--- config.mk ---
export PLATFORM = sky130hd
export DESIGN_NAME = ex_stage
export DESIGN_NICKNAME = d
export VERILOG_FILES = /design/src/rtl/ex_pkg.sv /design/src/rtl/mul_iter.sv /design/src/rtl/ex_stage.sv
export SDC_FILE = /design/constraint.sdc
export NUM_CORES = 1
export LEC_CHECK = 0
export ABC_AREA = 1
export CORE_ASPECT_RATIO = 1.1
export CORE_MARGIN = 1.5
export CORE_UTILIZATION = 35
export DETAILED_ROUTE_END_ITERATION = 8
export PLACE_DENSITY = 0.59
export SETUP_SLACK_MARGIN = 0.3
export SYNTH_ARGS = -nofsm -noshare
export SYNTH_HDL_FRONTEND = slang
export SYNTH_SLANG_ARGS = --single-unit
export TNS_END_PERCENT = 10
--- constraint.sdc ---
create_clock -name clk_i -period 18 [get_ports clk_i]
set_input_delay 5.4 -clock clk_i [delete_from_list [all_inputs] [get_ports clk_i]]
set_output_delay 5.4 -clock clk_i [all_outputs]
set_load 0.05 [all_outputs]
--- src/rtl/ex_pkg.sv ---
`default_nettype none
// ============================================================================
// Module      : ex_pkg
// Description : Shared encodings for the execute stage: ALUOp/funct codes,
//               internal ALU operation and MUL sequencer state types.
// Revision    : 1.0 - initial release
// ============================================================================
package ex_pkg;

    localparam logic [1:0] c_ALUOP_ADD   = 2'b00;
    localparam logic [1:0] c_ALUOP_SUB   = 2'b01;
    localparam logic [1:0] c_ALUOP_RTYPE = 2'b10;
    localparam logic [1:0] c_ALUOP_ITYPE = 2'b11;

    localparam logic [9:0] c_FUNCT_ADD = 10'b0000000_000;
    localparam logic [9:0] c_FUNCT_SUB = 10'b0100000_000;
    localparam logic [9:0] c_FUNCT_AND = 10'b0000000_111;
    localparam logic [9:0] c_FUNCT_OR  = 10'b0000000_110;
    localparam logic [9:0] c_FUNCT_XOR = 10'b0000000_100;
    localparam logic [9:0] c_FUNCT_SLL = 10'b0000000_001;
    localparam logic [9:0] c_FUNCT_MUL = 10'b0000001_000;

    localparam logic [2:0] c_F3_ADDI = 3'b000;
    localparam logic [2:0] c_F3_SRAI = 3'b101;

    typedef enum logic [3:0] {
        ALU_ADD = 4'd0,
        ALU_SUB = 4'd1,
        ALU_AND = 4'd2,
        ALU_OR  = 4'd3,
        ALU_XOR = 4'd4,
        ALU_SLL = 4'd5,
        ALU_SRA = 4'd6,
        ALU_MUL = 4'd7,
        ALU_NOP = 4'd8
    } alu_op_e;

    typedef enum logic [1:0] {
        MUL_IDLE = 2'd0,
        MUL_BUSY = 2'd1,
        MUL_DONE = 2'd2
    } mul_state_e;

    // Unrecognised codes map to NOP, which produces a zero result.
    function automatic alu_op_e decode_op(input logic [1:0] aluop, input logic [9:0] funct);
        alu_op_e op;
        op = ALU_NOP;
        case (aluop)
            c_ALUOP_ADD: op = ALU_ADD;
            c_ALUOP_SUB: op = ALU_SUB;
            c_ALUOP_RTYPE: begin
                case (funct)
                    c_FUNCT_ADD: op = ALU_ADD;
                    c_FUNCT_SUB: op = ALU_SUB;
                    c_FUNCT_AND: op = ALU_AND;
                    c_FUNCT_OR:  op = ALU_OR;
                    c_FUNCT_XOR: op = ALU_XOR;
                    c_FUNCT_SLL: op = ALU_SLL;
                    c_FUNCT_MUL: op = ALU_MUL;
                    default:     op = ALU_NOP;
                endcase
            end
            default: begin
                case (funct[2:0])
                    c_F3_ADDI: op = ALU_ADD;
                    c_F3_SRAI: op = ALU_SRA;
                    default:   op = ALU_NOP;
                endcase
            end
        endcase
        return op;
    endfunction

endpackage
`default_nettype wire

--- src/rtl/mul_iter.sv ---
`default_nettype none
// ============================================================================
// Module      : mul_iter
// Description : Iterative shift-add multiplier, one partial product per cycle,
//               returning the low DATA_W bits of the product.
// Revision    : 1.0 - initial release
// ============================================================================
module mul_iter
    import ex_pkg::*;
#(
    parameter int DATA_W = 32
) (
    input  logic              clk_i,
    input  logic              rst_i,
    input  logic              start_i,
    input  logic [DATA_W-1:0] a_i,
    input  logic [DATA_W-1:0] b_i,
    output logic              idle_o,
    output logic              busy_o,
    output logic              done_o,
    output logic [DATA_W-1:0] product_o
);

    localparam int                 c_CNT_W = (DATA_W > 1) ? $clog2(DATA_W) : 1;
    localparam logic [c_CNT_W-1:0] c_LAST  = c_CNT_W'(DATA_W - 1);

    mul_state_e         r_state;
    logic [c_CNT_W-1:0] r_cnt;
    logic [DATA_W-1:0]  r_mcand;
    logic [DATA_W-1:0]  r_mplier;
    logic [DATA_W-1:0]  r_acc;

    always_ff @(posedge clk_i or posedge rst_i) begin
        if (rst_i) begin
            r_state  <= MUL_IDLE;
            r_cnt    <= '0;
            r_mcand  <= '0;
            r_mplier <= '0;
            r_acc    <= '0;
        end else begin
            case (r_state)
                MUL_IDLE: begin
                    if (start_i) begin
                        r_mcand  <= a_i;
                        r_mplier <= b_i;
                        r_acc    <= '0;
                        r_cnt    <= '0;
                        r_state  <= MUL_BUSY;
                    end
                end
                MUL_BUSY: begin
                    // Multiplicand bits shifted past DATA_W cannot reach the low word.
                    if (r_mplier[0]) begin
                        r_acc <= r_acc + r_mcand;
                    end
                    r_mcand  <= r_mcand << 1;
                    r_mplier <= r_mplier >> 1;
                    r_cnt    <= r_cnt + c_CNT_W'(1);
                    if (r_cnt == c_LAST) begin
                        r_state <= MUL_DONE;
                    end
                end
                MUL_DONE: r_state <= MUL_IDLE;
                default:  r_state <= MUL_IDLE;
            endcase
        end
    end

    assign idle_o    = (r_state == MUL_IDLE);
    assign busy_o    = (r_state == MUL_BUSY);
    assign done_o    = (r_state == MUL_DONE);
    assign product_o = r_acc;

endmodule
`default_nettype wire

--- src/rtl/ex_stage.sv ---
`default_nettype none
// ============================================================================
// Module      : ex_stage
// Description : Pipeline execute stage: operand forwarding, ALU, iterative
//               MUL with upstream stall, and the EX/MEM pipeline register.
// Revision    : 1.0 - initial release
// ============================================================================
module ex_stage
    import ex_pkg::*;
#(
    parameter int DATA_W = 32,
    parameter int REG_AW = 5
) (
    input  logic              clk_i,
    input  logic              rst_i,
    input  logic [DATA_W-1:0] RSdata_i,
    input  logic [DATA_W-1:0] RTdata_i,
    input  logic [REG_AW-1:0] RSaddr_i,
    input  logic [REG_AW-1:0] RTaddr_i,
    input  logic [REG_AW-1:0] RDaddr_i,
    input  logic [DATA_W-1:0] immed_i,
    input  logic [9:0]        funct_i,
    input  logic              ALUSrc_i,
    input  logic [1:0]        ALUOp_i,
    input  logic              MemToReg_i,
    input  logic              RegWrite_i,
    input  logic              MemWrite_i,
    input  logic              MemRead_i,
    input  logic              memwb_regwrite_i,
    input  logic [REG_AW-1:0] memwb_rd_i,
    input  logic [DATA_W-1:0] memwb_data_i,
    output logic              stall_o,
    output logic [DATA_W-1:0] exmem_alu_o,
    output logic [DATA_W-1:0] exmem_wdata_o,
    output logic [REG_AW-1:0] exmem_rd_o,
    output logic              exmem_regwrite_o,
    output logic              exmem_memtoreg_o,
    output logic              exmem_memwrite_o,
    output logic              exmem_memread_o
);

    logic [DATA_W-1:0] w_rs_fwd;
    logic [DATA_W-1:0] w_rt_fwd;
    logic [DATA_W-1:0] w_op_b;
    logic [DATA_W-1:0] w_result;
    alu_op_e           w_op;
    logic              w_is_mul;
    logic              w_mul_idle;
    logic              w_mul_busy;
    logic              w_mul_done;
    logic [DATA_W-1:0] w_product;

    logic [DATA_W-1:0] r_alu;
    logic [DATA_W-1:0] r_wdata;
    logic [REG_AW-1:0] r_rd;
    logic              r_regwrite;
    logic              r_memtoreg;
    logic              r_memwrite;
    logic              r_memread;

    // EX/MEM wins over MEM/WB; x0 is never forwarded.
    always_comb begin
        w_rs_fwd = RSdata_i;
        if (r_regwrite && (r_rd != '0) && (r_rd == RSaddr_i)) begin
            w_rs_fwd = r_alu;
        end else if (memwb_regwrite_i && (memwb_rd_i != '0) && (memwb_rd_i == RSaddr_i)) begin
            w_rs_fwd = memwb_data_i;
        end
    end

    always_comb begin
        w_rt_fwd = RTdata_i;
        if (r_regwrite && (r_rd != '0) && (r_rd == RTaddr_i)) begin
            w_rt_fwd = r_alu;
        end else if (memwb_regwrite_i && (memwb_rd_i != '0) && (memwb_rd_i == RTaddr_i)) begin
            w_rt_fwd = memwb_data_i;
        end
    end

    assign w_op_b   = ALUSrc_i ? immed_i : w_rt_fwd;
    assign w_op     = decode_op(ALUOp_i, funct_i);
    assign w_is_mul = (w_op == ALU_MUL);

    always_comb begin
        w_result = '0;
        case (w_op)
            ALU_ADD: w_result = w_rs_fwd + w_op_b;
            ALU_SUB: w_result = w_rs_fwd - w_op_b;
            ALU_AND: w_result = w_rs_fwd & w_op_b;
            ALU_OR:  w_result = w_rs_fwd | w_op_b;
            ALU_XOR: w_result = w_rs_fwd ^ w_op_b;
            ALU_SLL: w_result = w_rs_fwd << w_op_b[4:0];
            ALU_SRA: w_result = $unsigned($signed(w_rs_fwd) >>> immed_i[4:0]);
            default: w_result = '0;
        endcase
    end

    mul_iter #(
        .DATA_W (DATA_W)
    ) u_mul_iter (
        .clk_i     (clk_i),
        .rst_i     (rst_i),
        .start_i   (w_is_mul),
        .a_i       (w_rs_fwd),
        .b_i       (w_op_b),
        .idle_o    (w_mul_idle),
        .busy_o    (w_mul_busy),
        .done_o    (w_mul_done),
        .product_o (w_product)
    );

    // Gated by reset so an aborted MUL releases the pipeline immediately.
    assign stall_o = ~rst_i & ((w_mul_idle & w_is_mul) | w_mul_busy);

    always_ff @(posedge clk_i or posedge rst_i) begin
        if (rst_i) begin
            r_alu      <= '0;
            r_wdata    <= '0;
            r_rd       <= '0;
            r_regwrite <= 1'b0;
            r_memtoreg <= 1'b0;
            r_memwrite <= 1'b0;
            r_memread  <= 1'b0;
        end else if (stall_o) begin
            r_regwrite <= 1'b0;
            r_memtoreg <= 1'b0;
            r_memwrite <= 1'b0;
            r_memread  <= 1'b0;
        end else begin
            r_alu      <= w_mul_done ? w_product : w_result;
            r_wdata    <= w_rt_fwd;
            r_rd       <= RDaddr_i;
            r_regwrite <= RegWrite_i;
            r_memtoreg <= MemToReg_i;
            r_memwrite <= MemWrite_i;
            r_memread  <= MemRead_i;
        end
    end

    assign exmem_alu_o      = r_alu;
    assign exmem_wdata_o    = r_wdata;
    assign exmem_rd_o       = r_rd;
    assign exmem_regwrite_o = r_regwrite;
    assign exmem_memtoreg_o = r_memtoreg;
    assign exmem_memwrite_o = r_memwrite;
    assign exmem_memread_o  = r_memread;

endmodule
`default_nettype wire

==> results of run 1 <==
## layer usage
layer,global-route usage
met1,0.401
met2,0.482
met3,0.0605
met4,0.150
met5,0
## per-stage QoR
| stage | hold WS, ps | util | instances |
|---|---|---|---|
| after detailed placement | 471 | 0.406 | 3964 |
| after floorplan | 448 | - | 3109 |
| after CTS | 488 | 0.417 | 3995 |
| after global routing | 505 | 0.417 | 3996 |
| after global placement | 462 | 0.406 | 3964 |
## cell families after synthesis
kind of cell	Yosys count	synth area share
buffers and inverters	420	0.0926
and+or+nand+nor	1718	0.391
DFF	176	0.227
AOI/OAI and AO/OA	587	0.170
adders and majority gates	132	0.0857
xor gates and xnor gates	76	0.0342
==> reports/qor.yml, run 1 <==
clock_tree:
  cts_post_setup_buffers_inserted: 0
  tritoncts.num_buffers: 17
  cts.hold.buffers_added: 0
  cts-root-buf: "clkbuf_16"
  post_cts_resized: 0
  cts_num_sinks: 176
  longest_clk_path_bufs: 2
  htree_num_levels: 4
grt:
  initial_antenna_violation_count: 2
  grt_start_max_net_pins: 116
  grt_first_pass_wirelength_um: 133000
  globalRouteTotalUtil: 0.307
  number_of_global_route_vias_before_repair: 20500
  overflow: 0
synth:
  synth_flop_cell: "dfrtp_1"
  synth_enable_flop_cells: 0
  postSynthNetCount: 3409
  netlist.area_leader.share: 0.227
  synth.top_cells.by_area: "dfrtp_1 (23%), nand2_1 (18%), nand3_1 (9.7%)"
  synthMostInstantiatedCell: "nand2_1"
  synth-async-reset-ratio: 1.00
  synth_top_area_cell: "dfrtp_1"
  synth.yosys.warnings: 0
  netlist_instances: 3109
  seq_area_frac_synth: 0.227
  synth-seq-cells: 176
  synthTopCellsByCount: "nand2_1 (908), nand3_1 (377), nor2_1 (243)"
  synth_area_per_cell_um2: 6.25
  post_synth_num_cell_types: 60
  synth_area_um2: 19400
status:
  outcome: "did not finish"
  stop_error: "Error: net264 3 pin not visited #guides = 423"
  stage_where_the_flow_stopped: "5_2_route"
placed_design:
  post_dp_cell_area_um2: 22300
  port-buffer-count: 241
  dp_hpwl_um: 68600
  dp_worst_setup_slack_ps: 3400
  globalplace.congestion: 1.03
die:
  initial_util: 0.355
  die_width_um: 228
  floorplan.die.height_um: 250
  num_io_pins: 242
  num_rows: 90
==> run 2, diff against run 1 <==
- CORE_ASPECT_RATIO: 1.1 -> default
- CORE_UTILIZATION: 35 -> 20
- PLACE_DENSITY: 0.59 -> default
- PLACE_DENSITY_LB_ADDON: default -> 0.15
- SETUP_SLACK_MARGIN: 0.3 -> default
==> run 2 against run 1 <==
The run now ends clean. Global-route usage shrank 10 points. Synthesized cell count is the same. Synthesized area is the same.
==> reports/qor.yml, run 2 <==
flow_run:
  max_cap_viol_count: 0
synth:
  synthTopCellsByCount: "nand2_1 (908), nand3_1 (377), nor2_1 (243)"
  netlist.area_leader.share: 0.227
  post_synth_and_or_nand_nor_area_fraction: 0.391
  synth-seq-cells: 176
  synth_top_family_by_area: "simple AND/OR/NAND/NOR gates"
  synth_top_area_cell: "dfrtp_1"
  post_synth_num_cell_types: 60
  synth_flop_cell: "dfrtp_1"
  synth.mux.area_fraction: 0
  synth.yosys.warnings: 0
  postSynthNetCount: 3409
  synth_enable_flop_cells: 0
  netlist_instances: 3109
  arithmetic_cell_share_of_the_synthesized_area_counting_full_adders_half_adders_and_majority_gates: 0.0857
  synth-xor-area-share: 0.0342
  synth.top_cells.by_area: "dfrtp_1 (23%), nand2_1 (18%), nand3_1 (9.7%)"
  synthMostInstantiatedCell: "nand2_1"
  synth_compound_area_frac: 0.170
  synth_area_per_cell_um2: 6.25
  seq_area_frac_synth: 0.227
  synth-async-reset-ratio: 1.00
  synth_area_um2: 19400
die:
  die_width_um: 315
  die-area_um2: 99100
  initial_util: 0.201
  num_rows: 114
  floorplan.die.height_um: 315
  core-area_um2: 96600
  num_io_pins: 242
cells_and_area:
  share_of_layout_cells_above_drive_strength_1: 0.0755
  layout.cells.most_common: "nand2_1"
  final_cells: 4536
  mostFrequentLayoutCells: "nand2_1 (906), nand3_1 (377), clkdlybuf4s50_1 (241), nor2_1 (240), inv_1 (225)"
  final_util: 0.244
  area_growth_syn_to_layout_pct: 21.0
  layout.nets: 3545
pwr:
  seq_power_share: 0.302
  cellLeakagePower_nw: 11.1
  power.combinational.fraction: 0.441
  intPower_w: 0.000859
  vdd_drop_max_uv: 82.9
  power.clock.fraction: 0.257
  power.share.switching: 0.472
  p_sw_w: 0.000766
  power-per-cell-area_nw_per_um2: 69.1
clock_tree:
  tritoncts: "yes"
  cts_post_setup_buffers_inserted: 0
  cts_num_sinks: 176
  cts.hold.buffers_added: 0
  clock_transition_at_path_regs_ps: 80
  clock_latency_of_the_later_clocked_register_in_the_worst_skew_pair_ps: 520
  longest_clk_path_bufs: 2
  tritoncts.num_buffers: 17
  htree_num_levels: 4
  cts-root-buf: "clkbuf_16"
  post_cts_resized: 0
sta:
  timing_hold_violations_final: 0
  timing.final.crit_period_ps: 13920
  timing.setup.tns_ps: 0
  setup_viol: 0
  fmax_mhz: 71.8
  slew_headroom: 0.305
  slew_viol_final: 0
  rsz0062_at_grt: "false"
  clock_skew_ps: 22.1
  final.period_utilization: 0.773
  worstMarginPinSlew_ps: 1040
detailed_routing:
  drt_wl_total_um: 104000
  avgViaCountPerCell: 4.82
  drtAntennaViolNets: 0
  num_vias: 21800
  drt-pass1-iter-count: 6
  route.detailed.wl_per_inst_um: 22.9
  drt_first_iter_violations: 1894
  dr_drc_count: 0
grt:
  initial_antenna_violation_count: 6
  globalRouteTotalUtil: 0.206
  grtUsageMet1: 0.274
  grt_start_max_net_pins: 110
  top_usage_layer: "met2"
  grt_first_pass_wirelength_um: 149000
  use_met2: 0.341
  overflow: 0
  met3_usage: 0.0295
  number_of_global_route_vias_before_repair: 21200
critical_path:
  crit_buf_inv: 4
  worstSetupStartpointType: "primary input"
  endpoint_of_the_worst_slack_reg_to_reg_timing_path: "exmem_alu_o[30]"
  r2r-start: "exmem_rd_o[0]"
  worst_setup_path_end_kind: "output port"
  r2r.worst_path.cells: 28
  critical_path.max_stage_delay_ps: 870
  slowest_stage: "clkdlybuf4s50_1"
  r2r_setup_slack_ps: 11300
  worst_ep_arrival_time_ps: 8520
  crit_type: "primary input to output port"
  critical_path.top_delay_family: "buffers and inverters"
  crit_chain: "clkdlybuf4s50_1 > nor3_1 > nand3_1 > o2111ai_1 > nand2_1 > o21ai_0 > inv_1 > nor2_2 > nand3_2 > nand2_2 > inv_2 > nor2_4 > clkdlybuf4s50_1"
  worst_path_most_repeated_cell: "clkdlybuf4s50_1"
  crit_required_ps: 12600
  crit_path_max_fanout: 5
placed_design:
  dp_hpwl_um: 80000
  globalplace.congestion: 0.941
  dpl.cell_count: 4502
  port-buffer-count: 241
min_path:
  worstHoldEndpoint: "exmem_wdata_o[31]"
  min_path_cells: 2
  hp-start: "exmem_wdata_o[31]"
  worst_hold_path_type: "flop to flop"
status:
  outcome: "finished clean"
## run 2: logic make-up (layout without fill, tap and decap cells)
family,Yosys count,in the layout
xor gates and xnor gates,76,76
DFF,176,176
buffers and inverters,420,569
and+or+nand+nor,1718,1718
AOI/OAI and AO/OA,587,587
other,0,2
adders and majority gates,132,132
## run 2: worst max path at each step
stage | startpoint | slack [ps] | cells past startpoint | end
finish | funct_i[1] | 4080 | 13 | stall_o
global route | funct_i[7] | 3840 | 15 | stall_o
CTS | funct_i[1] | 4080 | 13 | stall_o
detailed placement | funct_i[5] | 4080 | 15 | stall_o
global placement | funct_i[1] | 4040 | 13 | stall_o
floorplan | funct_i[9] | 5430 | 15 | stall_o
## run 2: power groups by stage
| stage | clock (W) | sequential (W) | combinational [W] |
|---|---|---|---|
| final | 0.000417 | 0.000490 | 0.000717 |
| after global routing | 0.000441 | 0.000495 | 0.000780 |
| after CTS | 0.000431 | 0.000492 | 0.000716 |
| after detailed placement | 0 | 0.000500 | 0.000713 |
| after global placement | 0 | 0.000500 | 0.000715 |
| after floorplan | 0 | 0.000559 | 0.000360 |
## run 2: worst register-to-register path, delay by kind of cell, from the launching register on
family,cells,cell delay (ps)
flip-flops,1,450
adder cells (fa/ha/maj),1,310
XOR/XNOR,1,220
AO/OA/AOI/OAI,8,1210
buffers and inverters,1,500
AND/OR/NAND/NOR,17,3930
## run 2: per-layer routing
metal	up-vias	part of all wire
li1	10600	-
met1	10500	0.45
met2	626	0.47
met3	105	0.053
met4	2	0.029
met5	-	0.00012
## run 2: final cells by class
cell class                      count  area [um2]
Antenna cell                        2        5.00
Clock buffer                       18         429
Clock inverter                     14         171
Fill cell                       11000       73000
Inverter                          261         992
Multi-Input combinational cell   2513       13300
Sequential cell                   176        4400
Tap cell                         1276        1600
Timing Repair Buffer              276        2680
## run 2: per-stage QoR
step	power (W)	hold slack (ps)	cell area (um2)	setup slack [ps]
floorplan	0.000919	448	19400	5430
global placement	0.00121	462	22900	4040
detailed placement	0.00121	468	22900	4080
CTS	0.00164	489	23500	4080
global route	0.00172	501	23500	3840
finish	0.00163	486	23500	4080
Note: power is estimated with default switching activity, not from simulation.
==> run 3, diff against run 2 <==
- clock period: 18 -> 11.8 ns (I/O delays scaled with it)
==> run 3 against run 2 <==
Clock power increased by 60%. Core utilization up 0.080 points. Final cell count up 0.11%. Critical endpoint unchanged. Highest routed layer is now met4.
==> reports/qor.yml, run 3 (same netlist as run 2, synthesis figures left out) <==
clock_tree:
  htree_num_levels: 4
  tritoncts: "yes"
  clock_transition_at_path_regs_ps: 80
  clock_latency_of_the_later_clocked_register_in_the_worst_skew_pair_ps: 520
  cts_post_setup_buffers_inserted: 0
  longest_clk_path_bufs: 2
  tritoncts.num_buffers: 17
  post_cts_resized: 0
  cts-root-buf: "clkbuf_16"
  cts.hold.buffers_added: 0
  cts_num_sinks: 176
sta:
  worstMarginPinSlew_ps: 1080
  slew_headroom: 0.282
  timing.final.crit_period_ps: 9540
  setup_viol: 0
  timing_hold_violations_final: 0
  slew_viol_final: 0
  final.period_utilization: 0.809
  fmax_mhz: 105
  clock_skew_ps: 29.7
  timing.setup.tns_ps: 0
  rsz0062_at_grt: "false"
placed_design:
  globalplace.congestion: 0.962
  port-buffer-count: 241
  dp_hpwl_um: 81700
  post_dp_cell_area_um2: 23000
critical_path:
  crit_path_max_fanout: 5
  worst_setup_path_end_kind: "output port"
  crit_required_ps: 8260
  critical_path_cell_count: 13
  crit_type: "primary input to output port"
  setup.worst_path.end: "stall_o"
  worst_ep_arrival_time_ps: 6000
  r2r_setup_slack_ps: 5480
  slowest_stage: "clkdlybuf4s50_1"
  crit_chain: "clkdlybuf4s50_1 > inv_1 > nand2_1 > nor2_1 > inv_1 > nor2_1 > nor2_1 > nor2_2 > nand3_2 > nand2_2 > inv_2 > nor2_4 > buf_12"
  worst_path_most_repeated_cell: "nor2_1"
  critical_path.max_stage_delay_ps: 490
  endpoint_of_the_worst_slack_reg_to_reg_timing_path: "exmem_alu_o[23]"
  worstSetupStartpoint: "funct_i[1]"
  critical_path.top_delay_family: "simple AND/OR/NAND/NOR gates"
  r2r-start: "exmem_rd_o[0]"
  r2r.worst_path.cells: 31
  worstSetupStartpointType: "primary input"
  crit_buf_inv: 5
pwr:
  cellLeakagePower_nw: 11.1
  vdd_drop_max_uv: 119
  power-per-cell-area_nw_per_um2: 107
  power.clock.fraction: 0.265
  intPower_w: 0.00135
  power.combinational.fraction: 0.438
  seq_power_share: 0.297
  power.share.switching: 0.464
  p_sw_w: 0.00117
die:
  core-area_um2: 96600
  die-area_um2: 99100
  die_width_um: 315
  num_rows: 114
  floorplan.die.height_um: 315
  initial_util: 0.201
  num_io_pins: 242
cells_and_area:
  sequential_cell_area_um2: 4400
  layout.nets: 3551
  stdcell_area_um2: 23600
  multi_input_comb_area_um2: 13300
  area_growth_syn_to_layout_pct: 21.4
  fillerInstances: 11000
  mostFrequentLayoutCells: "nand2_1 (906), nand3_1 (377), nor2_1 (240), clkdlybuf4s50_1 (240), inv_1 (225)"
  share_of_layout_cells_above_drive_strength_1: 0.0772
  layout.cells.most_common: "nand2_1"
detailed_routing:
  route.detailed.wl_per_inst_um: 23.1
  num_vias: 22000
  drtAntennaViolNets: 0
  dr_drc_count: 0
  drt_first_iter_violations: 2035
  drt-pass1-iter-count: 8
  avgViaCountPerCell: 4.85
  drt_wl_total_um: 105000
grt:
  grt_start_max_net_pins: 85
  grt_first_pass_wirelength_um: 150000
  number_of_global_route_vias_before_repair: 21300
  initial_antenna_violation_count: 3
  overflow: 0
  globalRouteTotalUtil: 0.207
min_path:
  worst_hold_path_type: "flop to flop"
status:
  outcome: "finished clean"
flow_run:
  max_cap_viol_count: 0
run 3: cell types whose count changed in the layout (fill, tap and decap cells not counted):
cell / previous run / this run
buf_12: 0 / 1
buf_4: 35 / 41
bufinv_16: 1 / 3
clkdlybuf4s50_1: 241 / 240
clkinv_1: 3 / 4
clkinv_2: 3 / 2
clkinv_8: 3 / 1
clkinvlp_4: 1 / 2
diode_2: 2 / 1
inv_2: 29 / 28
inv_6: 2 / 4
inv_8: 5 / 3
run 3: final cells by class:
cell class | count | area share
sequential | 176 | 0.187
clock inverter | 14 | 0.00832
clock buffer | 18 | 0.0182
multi-input combinational | 2513 | 0.562
timing repair buffer | 282 | 0.116
antenna | 1 | 0.000106
inverter | 261 | 0.0420
tap | 1276 | 0.0676
run 3: stage by stage:
step                      setup slack [ps]  cells  utilization  total power (W)  hold WS [ps]
final                                 2260   4541        0.244          0.00252           483
after global routing                  1960   4541        0.244          0.00265           497
after CTS                             2190   4540        0.244          0.00254           486
after detailed placement              2200   4508        0.238          0.00186           468
after global placement                2150   4508        0.238          0.00186           462
after floorplan                       2950   3109            -          0.00140           448
run 3: worst min path at each step:
| stage | start | depth (start not counted) | slack (ps) | end |
|---|---|---|---|---|
| after CTS | u_mul_iter.r_mplier[15] | 2 | 490 | u_mul_iter.r_mplier[15] |
| after detailed placement | u_mul_iter.r_mplier[15] | 2 | 470 | u_mul_iter.r_mplier[15] |
| after floorplan | u_mul_iter.r_mplier[10] | 2 | 450 | u_mul_iter.r_mplier[10] |
| after global routing | u_mul_iter.r_mplier[13] | 2 | 500 | u_mul_iter.r_mplier[13] |
| final | u_mul_iter.r_mplier[26] | 2 | 480 | u_mul_iter.r_mplier[26] |
| after global placement | u_mul_iter.r_mplier[14] | 2 | 460 | u_mul_iter.r_mplier[14] |
run 3: worst min-delay path: cells and delay by family, from the launching register on:
family	cells	cell delay (ps)
flip-flops	1	340
AO/OA/AOI/OAI	1	60
AND/OR/NAND/NOR	1	50
run 3: layer usage:
layer / up-vias / share of wire / global-route usage
met5: - / 0 / 0
met4: 0 / 0.029 / 0.0682
met3: 107 / 0.055 / 0.0261
met2: 700 / 0.47 / 0.346
met1: 10600 / 0.45 / 0.275
li1: 10600 / - / -
run 3: power groups by stage:
stage               logic, W  registers, W  clock network (W)
global route         0.00120      0.000756           0.000701
finish               0.00110      0.000749           0.000667
floorplan           0.000549      0.000853                  0
detailed placement   0.00109      0.000763                  0
global placement     0.00110      0.000764                  0
CTS                  0.00110      0.000751           0.000690
